`config.mk`:
```
export PLATFORM = sky130hd
export DESIGN_NAME = multdiv_unit_flat
export DESIGN_NICKNAME = d
export VERILOG_FILES = /design/src/rtl/multdiv_unit_if.sv /design/src/rtl/multdiv_unit.sv /design/src/flat_wrapper.sv
export SDC_FILE = /design/constraint.sdc
export NUM_CORES = 1
export LEC_CHECK = 0
export BUFFER_PORTS_ARGS = -buffer_cell sky130_fd_sc_hd__buf_4
export CAP_MARGIN = 30
export CELL_PAD_IN_SITES_DETAIL_PLACEMENT = 1
export CELL_PAD_IN_SITES_GLOBAL_PLACEMENT = 2
export CORE_MARGIN = 2
export CORE_UTILIZATION = 40
export DETAILED_ROUTE_END_ITERATION = 10
export PLACE_DENSITY_LB_ADDON = 0.1
export SLEW_MARGIN = 10
export SYNTH_ARGS = -nofsm -noshare
export SYNTH_HDL_FRONTEND = slang
export SYNTH_SLANG_ARGS = --single-unit
```
`constraint.sdc`:
```
create_clock -name clock -period 16.6 [get_ports clock]
set_input_delay 3.32 -clock clock [delete_from_list [all_inputs] [get_ports clock]]
set_output_delay 3.32 -clock clock [all_outputs]
set_load 0.02 [all_outputs]
```
`src/rtl/multdiv_unit_if.sv`:
```
// Request/response bundle between instruction decode and the multdiv_unit.
// Decode drives the master side; the unit sits on the slave side.
interface multdiv_unit_if #(
  parameter int WIDTH = 32,
  parameter int TAGW  = 5
);
  logic             ctrl_MULT;
  logic             ctrl_DIV;
  logic [WIDTH-1:0] data_operandA;
  logic [WIDTH-1:0] data_operandB;
  logic [TAGW-1:0]  ctrl_tag_in;
  logic [WIDTH-1:0] data_result;
  logic             data_exception;
  logic             data_resultRDY;
  logic [TAGW-1:0]  ctrl_tag_out;
  logic             busy;

  modport master (
    output ctrl_MULT, ctrl_DIV, data_operandA, data_operandB, ctrl_tag_in,
    input  data_result, data_exception, data_resultRDY, ctrl_tag_out, busy
  );

  modport slave (
    input  ctrl_MULT, ctrl_DIV, data_operandA, data_operandB, ctrl_tag_in,
    output data_result, data_exception, data_resultRDY, ctrl_tag_out, busy
  );
endinterface

```
`src/rtl/multdiv_unit.sv`:
```
// Iterative signed multiply (shift-add) / divide (restoring) unit, one step per cycle.
// Optional MULTDIV_EARLY_DIV0_EN: divide-by-zero completes immediately instead of running all steps.
module multdiv_unit #(
  parameter int WIDTH = 32,
  parameter int TAGW  = 5
) (
  input logic          clock,
  input logic          reset_n,
  multdiv_unit_if.slave bus
);

  typedef enum logic [1:0] {IDLE, RUN, DONE} state_e;

  state_e           state_q, state_d;
  logic             start, early_div0, last_step;
  logic             is_div_q, neg_q, div0_q, ovf_q;
  logic [5:0]       count_q;
  logic [WIDTH-1:0] upper_q, lower_q, opnd_q;
  logic [WIDTH-1:0] mag_a, mag_b;
  logic [WIDTH-1:0] result_q;
  logic             exc_q;
  logic [TAGW-1:0]  tag_q;

  logic [WIDTH:0]     mul_sum, div_shift, div_diff;
  logic [WIDTH-1:0]   upper_n, lower_n, quot_s;
  logic [2*WIDTH-1:0] prod_u, prod_s;
  logic [WIDTH-1:0]   fin_res;
  logic               fin_exc;

  // Both requests at once is illegal and simply produces no start.
  assign start     = bus.ctrl_MULT ^ bus.ctrl_DIV;
  assign last_step = (count_q == 6'(WIDTH-1));
  assign mag_a     = bus.data_operandA[WIDTH-1] ? -bus.data_operandA : bus.data_operandA;
  assign mag_b     = bus.data_operandB[WIDTH-1] ? -bus.data_operandB : bus.data_operandB;

`ifdef MULTDIV_EARLY_DIV0_EN
  assign early_div0 = bus.ctrl_DIV && (bus.data_operandB == '0);
`else
  assign early_div0 = 1'b0;
`endif

  always_ff @(posedge clock or negedge reset_n) begin
    if (!reset_n) state_q <= IDLE;
    // NOTE: sequential state uses non-blocking assignments so every register samples pre-edge values.
    else          state_q <= state_d;
  end

  always_comb begin
    // NOTE: every combinational output gets a default first, so no path can infer a latch.
    state_d = state_q;
    unique case (state_q)
      IDLE:    if (start) state_d = early_div0 ? DONE : RUN;
      RUN:     if (last_step) state_d = DONE;
      DONE:    state_d = IDLE;
      default: state_d = IDLE;
    endcase
  end

  // One datapath step: upper/lower form a 2*WIDTH shift register shared by both operations.
  always_comb begin
    mul_sum   = {1'b0, upper_q} + (lower_q[0] ? {1'b0, opnd_q} : '0);
    div_shift = {upper_q, lower_q[WIDTH-1]};
    div_diff  = div_shift - {1'b0, opnd_q};
    if (is_div_q) begin
      if (!div_diff[WIDTH]) begin
        upper_n = div_diff[WIDTH-1:0];
        lower_n = {lower_q[WIDTH-2:0], 1'b1};
      end else begin
        upper_n = div_shift[WIDTH-1:0];
        lower_n = {lower_q[WIDTH-2:0], 1'b0};
      end
    end else begin
      upper_n = mul_sum[WIDTH:1];
      lower_n = {mul_sum[0], lower_q[WIDTH-1:1]};
    end
  end

  // Sign restoration and exception rules, evaluated on the last step's output.
  always_comb begin
    prod_u = {upper_n, lower_n};
    prod_s = neg_q ? -prod_u : prod_u;
    quot_s = neg_q ? -lower_n : lower_n;
    if (is_div_q) begin
      fin_res = div0_q ? '0 : quot_s;
      fin_exc = div0_q | ovf_q;
    end else begin
      fin_res = prod_s[WIDTH-1:0];
      fin_exc = (prod_s[2*WIDTH-1:WIDTH] != {WIDTH{prod_s[WIDTH-1]}});
    end
  end

  always_ff @(posedge clock or negedge reset_n) begin
    if (!reset_n) begin
      is_div_q <= 1'b0;
      neg_q    <= 1'b0;
      div0_q   <= 1'b0;
      ovf_q    <= 1'b0;
      count_q  <= '0;
      upper_q  <= '0;
      lower_q  <= '0;
      opnd_q   <= '0;
      result_q <= '0;
      exc_q    <= 1'b0;
      tag_q    <= '0;
    end else begin
      unique case (state_q)
        IDLE: if (start) begin
          is_div_q <= bus.ctrl_DIV;
          neg_q    <= bus.data_operandA[WIDTH-1] ^ bus.data_operandB[WIDTH-1];
          div0_q   <= bus.ctrl_DIV && (bus.data_operandB == '0);
          ovf_q    <= bus.ctrl_DIV && (bus.data_operandA == {1'b1, {(WIDTH-1){1'b0}}})
                      && (bus.data_operandB == '1);
          count_q  <= '0;
          upper_q  <= '0;
          lower_q  <= bus.ctrl_DIV ? mag_a : mag_b;
          opnd_q   <= bus.ctrl_DIV ? mag_b : mag_a;
          tag_q    <= bus.ctrl_tag_in;
          if (early_div0) begin
            result_q <= '0;
            exc_q    <= 1'b1;
          end
        end
        RUN: begin
          upper_q <= upper_n;
          lower_q <= lower_n;
          count_q <= count_q + 6'd1;
          if (last_step) begin
            result_q <= fin_res;
            exc_q    <= fin_exc;
          end
        end
        default: ;
      endcase
    end
  end

  assign bus.data_result    = result_q;
  assign bus.data_exception = exc_q;
  assign bus.ctrl_tag_out   = tag_q;
  assign bus.data_resultRDY = (state_q == DONE);
  // The stall covers the request cycle itself, hence the OR with start.
  assign bus.busy           = (state_q != IDLE) || start;

endmodule

```
`src/flat_wrapper.sv`:
```
// flat-port wrapper written by rule: the top's interface ports become plain ports
module multdiv_unit_flat 
#(
  parameter int WIDTH = 32,
  parameter int TAGW  = 5
)
  (clock, reset_n, bus_ctrl_MULT, bus_ctrl_DIV, bus_data_operandA, bus_data_operandB, bus_ctrl_tag_in, bus_data_result, bus_data_exception, bus_data_resultRDY, bus_ctrl_tag_out, bus_busy);
  multdiv_unit_if #(.WIDTH(WIDTH), .TAGW(TAGW)) bus_i ();
  input logic clock;
  input logic reset_n;
  input wire logic [$bits(bus_i.ctrl_MULT)-1:0] bus_ctrl_MULT;
  input wire logic [$bits(bus_i.ctrl_DIV)-1:0] bus_ctrl_DIV;
  input wire logic [$bits(bus_i.data_operandA)-1:0] bus_data_operandA;
  input wire logic [$bits(bus_i.data_operandB)-1:0] bus_data_operandB;
  input wire logic [$bits(bus_i.ctrl_tag_in)-1:0] bus_ctrl_tag_in;
  output wire logic [$bits(bus_i.data_result)-1:0] bus_data_result;
  output wire logic [$bits(bus_i.data_exception)-1:0] bus_data_exception;
  output wire logic [$bits(bus_i.data_resultRDY)-1:0] bus_data_resultRDY;
  output wire logic [$bits(bus_i.ctrl_tag_out)-1:0] bus_ctrl_tag_out;
  output wire logic [$bits(bus_i.busy)-1:0] bus_busy;
  assign bus_i.ctrl_MULT = bus_ctrl_MULT;
  assign bus_i.ctrl_DIV = bus_ctrl_DIV;
  assign bus_i.data_operandA = bus_data_operandA;
  assign bus_i.data_operandB = bus_data_operandB;
  assign bus_i.ctrl_tag_in = bus_ctrl_tag_in;
  assign bus_data_result = bus_i.data_result;
  assign bus_data_exception = bus_i.data_exception;
  assign bus_data_resultRDY = bus_i.data_resultRDY;
  assign bus_ctrl_tag_out = bus_i.ctrl_tag_out;
  assign bus_busy = bus_i.busy;
  multdiv_unit #(.WIDTH(WIDTH), .TAGW(TAGW)) u_core (.clock(clock), .reset_n(reset_n), .bus(bus_i));
endmodule
```
==> qor.json <==
{
  "ys_dominant_reg_cell": "sky130_fd_sc_hd__dfrtp_1",
  "final_core_utilization": 0.4575,
  "clock.fmax_mhz": 128.0,
  "place_congestion": 0.9104,
  "cts.path.max_buffers": 2,
  "number_of_hold_violations_in_the_final_report": 0,
  "synthMuxAreaShare": 0.03457,
  "route.detailed.drc": 0,
  "post_synth_instance_area_sq_mm": 0.01426,
  "grt_use_total": 0.3063,
  "area_growth_syn_to_layout_pct": 13.29,
  "critPathArrivalTime_ps": 8150,
  "post_route_cells_drive_above_1_share": 0.1196,
  "synth_top_cell_by_area": "sky130_fd_sc_hd__dfrtp_1",
  "fp.dieArea_sq_mm": 0.03717,
  "final.setup_skew_ps": 11.79,
  "layout_worst_path_cycle_share": 0.4707,
  "tritoncts": "yes",
  "post_synthesis_compound_gate_area_fraction": 0.2757,
  "worst-endpoint-required_ps": 16940,
  "max_stage_delay_on_crit_path_ps": 840,
  "stdcell_area_sq_mm": 0.01615,
  "wire_length_of_the_first_global_routing_pass_um": 86460,
  "synth.yosys.seq_area_share": 0.2562,
  "fp.coreArea_sq_mm": 0.03531,
  "detailedRoute.firstIterationViolations": 942,
  "hold-path-cell-count": 2,
  "post_synth.cell_area_avg_sq_um": 7.952,
  "placement.io_buffers": 112,
  "worst-path-stages": 25,
  "crit_top_cell": "sky130_fd_sc_hd__a21oi_1",
  "routed-via-count": 14540,
  "r2r-start": "u_core.lower_q[31]",
  "commonest_cells_after_routing_fill_and_taps_aside": "201 x sky130_fd_sc_hd__nand2_1, 155 x sky130_fd_sc_hd__o21ai_0, 145 x sky130_fd_sc_hd__dfrtp_1",
  "drt_pass1_iterations": 5,
  "worst_skew_pair.late_latency_ps": 460,
  "worstMarginPinSlew_ps": 984.8,
  "class_of_the_most_critical_hold_timing_path": "reg2reg",
  "postRouteAntennaNets": 0,
  "grt_pass1_vias": 14700,
  "worstSetupStartpoint": "u_core.lower_q[31]",
  "ctsHoldBuffers": 0,
  "path_class": "reg2reg",
  "initial_core_util": 0.4038,
  "ports": 113,
  "dominant_cells_by_area_after_synthesis": "sky130_fd_sc_hd__dfrtp_1 26%, sky130_fd_sc_hd__xor2_1 6.3%, sky130_fd_sc_hd__ha_1 6.1%, sky130_fd_sc_hd__o21ai_0 5.4%, sky130_fd_sc_hd__nand2_1 5.3%",
  "period_needed_ps": 7814,
  "worst_setup_hold_path_clk_slew_ps": 70,
  "timing.critical_path.slowest_stage_cell": "sky130_fd_sc_hd__nor3_1",
  "post_cts_repair_timing_setup_buffer_count": 0,
  "rrSetupSlack_ps": 8790,
  "synthXorXnorAreaFrac": 0.1026,
  "placed_cell_area_sq_mm": 0.01550,
  "dominant_delay_contributor_by_cell_family_on_the_critical_path": "simple AND/OR/NAND/NOR gates",
  "timing.critical_path.from_type": "register",
  "die-width_um": 192.8,
  "reg2reg_to": "u_core.bus.data_exception",
  "drv_cap": 0,
  "maximum_number_of_pins_on_one_net_before_global_route_repair": 91,
  "seq_area_sq_mm": 0.003657,
  "yosysTopAreaCellShare": 0.2562,
  "timing.max_slew.rel_slack": 0.3384,
  "post_cts.resized_instances": 0,
  "globalRoute.totalOverflow": 0,
  "ys_seq_elements": 146,
  "fillerInstances": 4279,
  "netlist_instances": 1793,
  "layout_setup_ws_ps": 8786,
  "result_of_the_run": "finished, final reports clean",
  "synth_simple_gate_area_share": 0.2188,
  "layout_commonest_cell": "sky130_fd_sc_hd__nand2_1",
  "detailedPlacementHpwl_um": 43480,
  "grt_antenna_before_repair": 0,
  "synth_top_family_by_area": "compound AO/OA/AOI/OAI gates",
  "vias_per_cell": 6.255,
  "wire_length_after_detailed_routing_um": 56250,
  "diodes": 0,
  "floorplan.rows": 69,
  "synth-edff-count": 0,
  "critical_path.endpoint": "u_core.bus.data_exception",
  "ctsRootBufferMaster": "sky130_fd_sc_hd__clkbuf_16",
  "die_h_um": 192.8,
  "clock-sinks": 146,
  "multi_input_comb_area_sq_mm": 0.009933,
  "synth-async-reset-ratio": 1.000,
  "detail_route.wl_per_cell_um": 24.19,
  "cp_num_buf_inv": 1,
  "setup-tns-final_ps": 0,
  "slew_violations": 0,
  "setup_viol": 0,
  "post_synth_fa_ha_maj_area_fraction": 0.06336,
  "yosys_warnings": 0,
  "setup_repair_after_global_routing_missed_its_margin": "no",
  "dp_worst_setup_slack_ps": 8929,
  "yosys.cell_types.count": 99,
  "ff2ff_path_depth": 25,
  "synthesis.nets": 1937,
  "endpoint_type_of_the_worst_setup_path": "register",
  "cts-buffers-inserted": 17,
  "final_nets": 1995,
  "worst_path_max_fanout": 8,
  "cts_max_level": 4
}
## cell type report
type / count / share of cell area
multi-input cells: 1473 / 0.6149
well taps: 461 / 0.03571
repair buffers: 140 / 0.06553
clock inverters: 14 / 0.01325
flip-flops and latches: 146 / 0.2264
inverters: 73 / 0.01696
clock buffers: 18 / 0.02719
## registers in the layout, indices dropped and copies added, names as in the netlist
| register | flops |
|---|---|
| u_core.lower_q | 32 |
| u_core.count_q | 6 |
| u_core.state_q | 2 |
| u_core.ovf_q | 1 |
| u_core.opnd_q | 32 |
| u_core.neg_q | 1 |
| u_core.div0_q | 1 |
| u_core.is_div_q | 1 |
| u_core.upper_q | 32 |
| u_core.bus.data_exception | 1 |
| u_core.bus.data_result | 32 |
| u_core.bus.ctrl_tag_out | 5 |
## kinds of logic after synthesis
family	Yosys count
AOI/OAI and AO/OA	570
xor gates and xnor gates	167
buffers and inverters	174
and+or+nand+nor	616
muxes	49
adders and majority gates	71
DFF	146
## how the worst min path moves through the flow
stage,start,end,slack (ps)
floorplan,u_core.ovf_q,u_core.ovf_q,440
global placement,u_core.bus.ctrl_tag_out[0],u_core.bus.ctrl_tag_out[0],460
detailed placement,u_core.bus.ctrl_tag_out[4],u_core.bus.ctrl_tag_out[4],470
CTS,u_core.bus.ctrl_tag_out[4],u_core.bus.ctrl_tag_out[4],490
global route,u_core.bus.ctrl_tag_out[1],u_core.bus.ctrl_tag_out[1],520
finish,u_core.bus.ctrl_tag_out[4],u_core.bus.ctrl_tag_out[4],480
## worst register-to-register path: stages, from the launching register on
cell and delay (ps):
sky130_fd_sc_hd__dfrtp_1 450, sky130_fd_sc_hd__inv_1 70, sky130_fd_sc_hd__ha_1 210, sky130_fd_sc_hd__fa_1 390, sky130_fd_sc_hd__nand2b_1 240, sky130_fd_sc_hd__a211oi_4 360, sky130_fd_sc_hd__o21ai_2 170, sky130_fd_sc_hd__a21oi_1 620
sky130_fd_sc_hd__a2111oi_2 120, sky130_fd_sc_hd__a21oi_1 330, sky130_fd_sc_hd__ha_1 260, sky130_fd_sc_hd__nor3b_1 260, sky130_fd_sc_hd__o221ai_1 210, sky130_fd_sc_hd__nor3_1 840, sky130_fd_sc_hd__nand3_1 350, sky130_fd_sc_hd__nor4_1 310
sky130_fd_sc_hd__a211o_1 240, sky130_fd_sc_hd__o211ai_4 150, sky130_fd_sc_hd__or4b_1 560, sky130_fd_sc_hd__o31ai_1 290, sky130_fd_sc_hd__xor2_1 240, sky130_fd_sc_hd__nor2_1 80, sky130_fd_sc_hd__a2111oi_2 370, sky130_fd_sc_hd__nand4b_1 170
sky130_fd_sc_hd__nor4b_2 300, sky130_fd_sc_hd__a21oi_1 100
## synth_stat cells, drive strengths merged, types with 7 or more instances
master,instances
nand2,202
nor3b,13
a21oi,92
nor2,112
and3,13
nand3b,10
clkbuf,76
o221ai,60
nand4,24
or4,10
o21a,13
dfrtp,146
o41ai,18
mux2i,47
or2,14
buf,25
a31oi,43
xor2,103
a21o,27
nor3,46
a2111oi,8
nor2b,13
nand3,62
o21bai,7
a22o,13
xnor2,64
nand2b,13
ha,69
o21ai,159
o211ai,15
o31ai,39
inv,72
and2,38
nor4,16
a211oi,12
a211o,7
or3,13
## stage by stage
stage	cells	hold WS, ps
2_1_floorplan	1793	444.3
3_3_place_gp	2290	458.9
3_5_place_dp	2293	472.6
4_1_cts	2325	489.7
5_1_grt	2325	521.4
6_report	2325	484.9
## routing by layer
| metal | vias to the layer above | GRT usage | part of all wire |
|---|---|---|---|
| met2 | 374 | 0.5325 | 0.50 |
| met1 | 7322 | 0.3928 | 0.44 |
| li1 | 6768 | - | - |
| met3 | 79 | 0.03055 | 0.038 |
| met5 | - | 0 | 0 |
| met4 | 0 | 0.1107 | 0.031 |
Power is not shown: default switching activity piles up to over one toggle a cycle in this logic, so the estimate is an artifact.
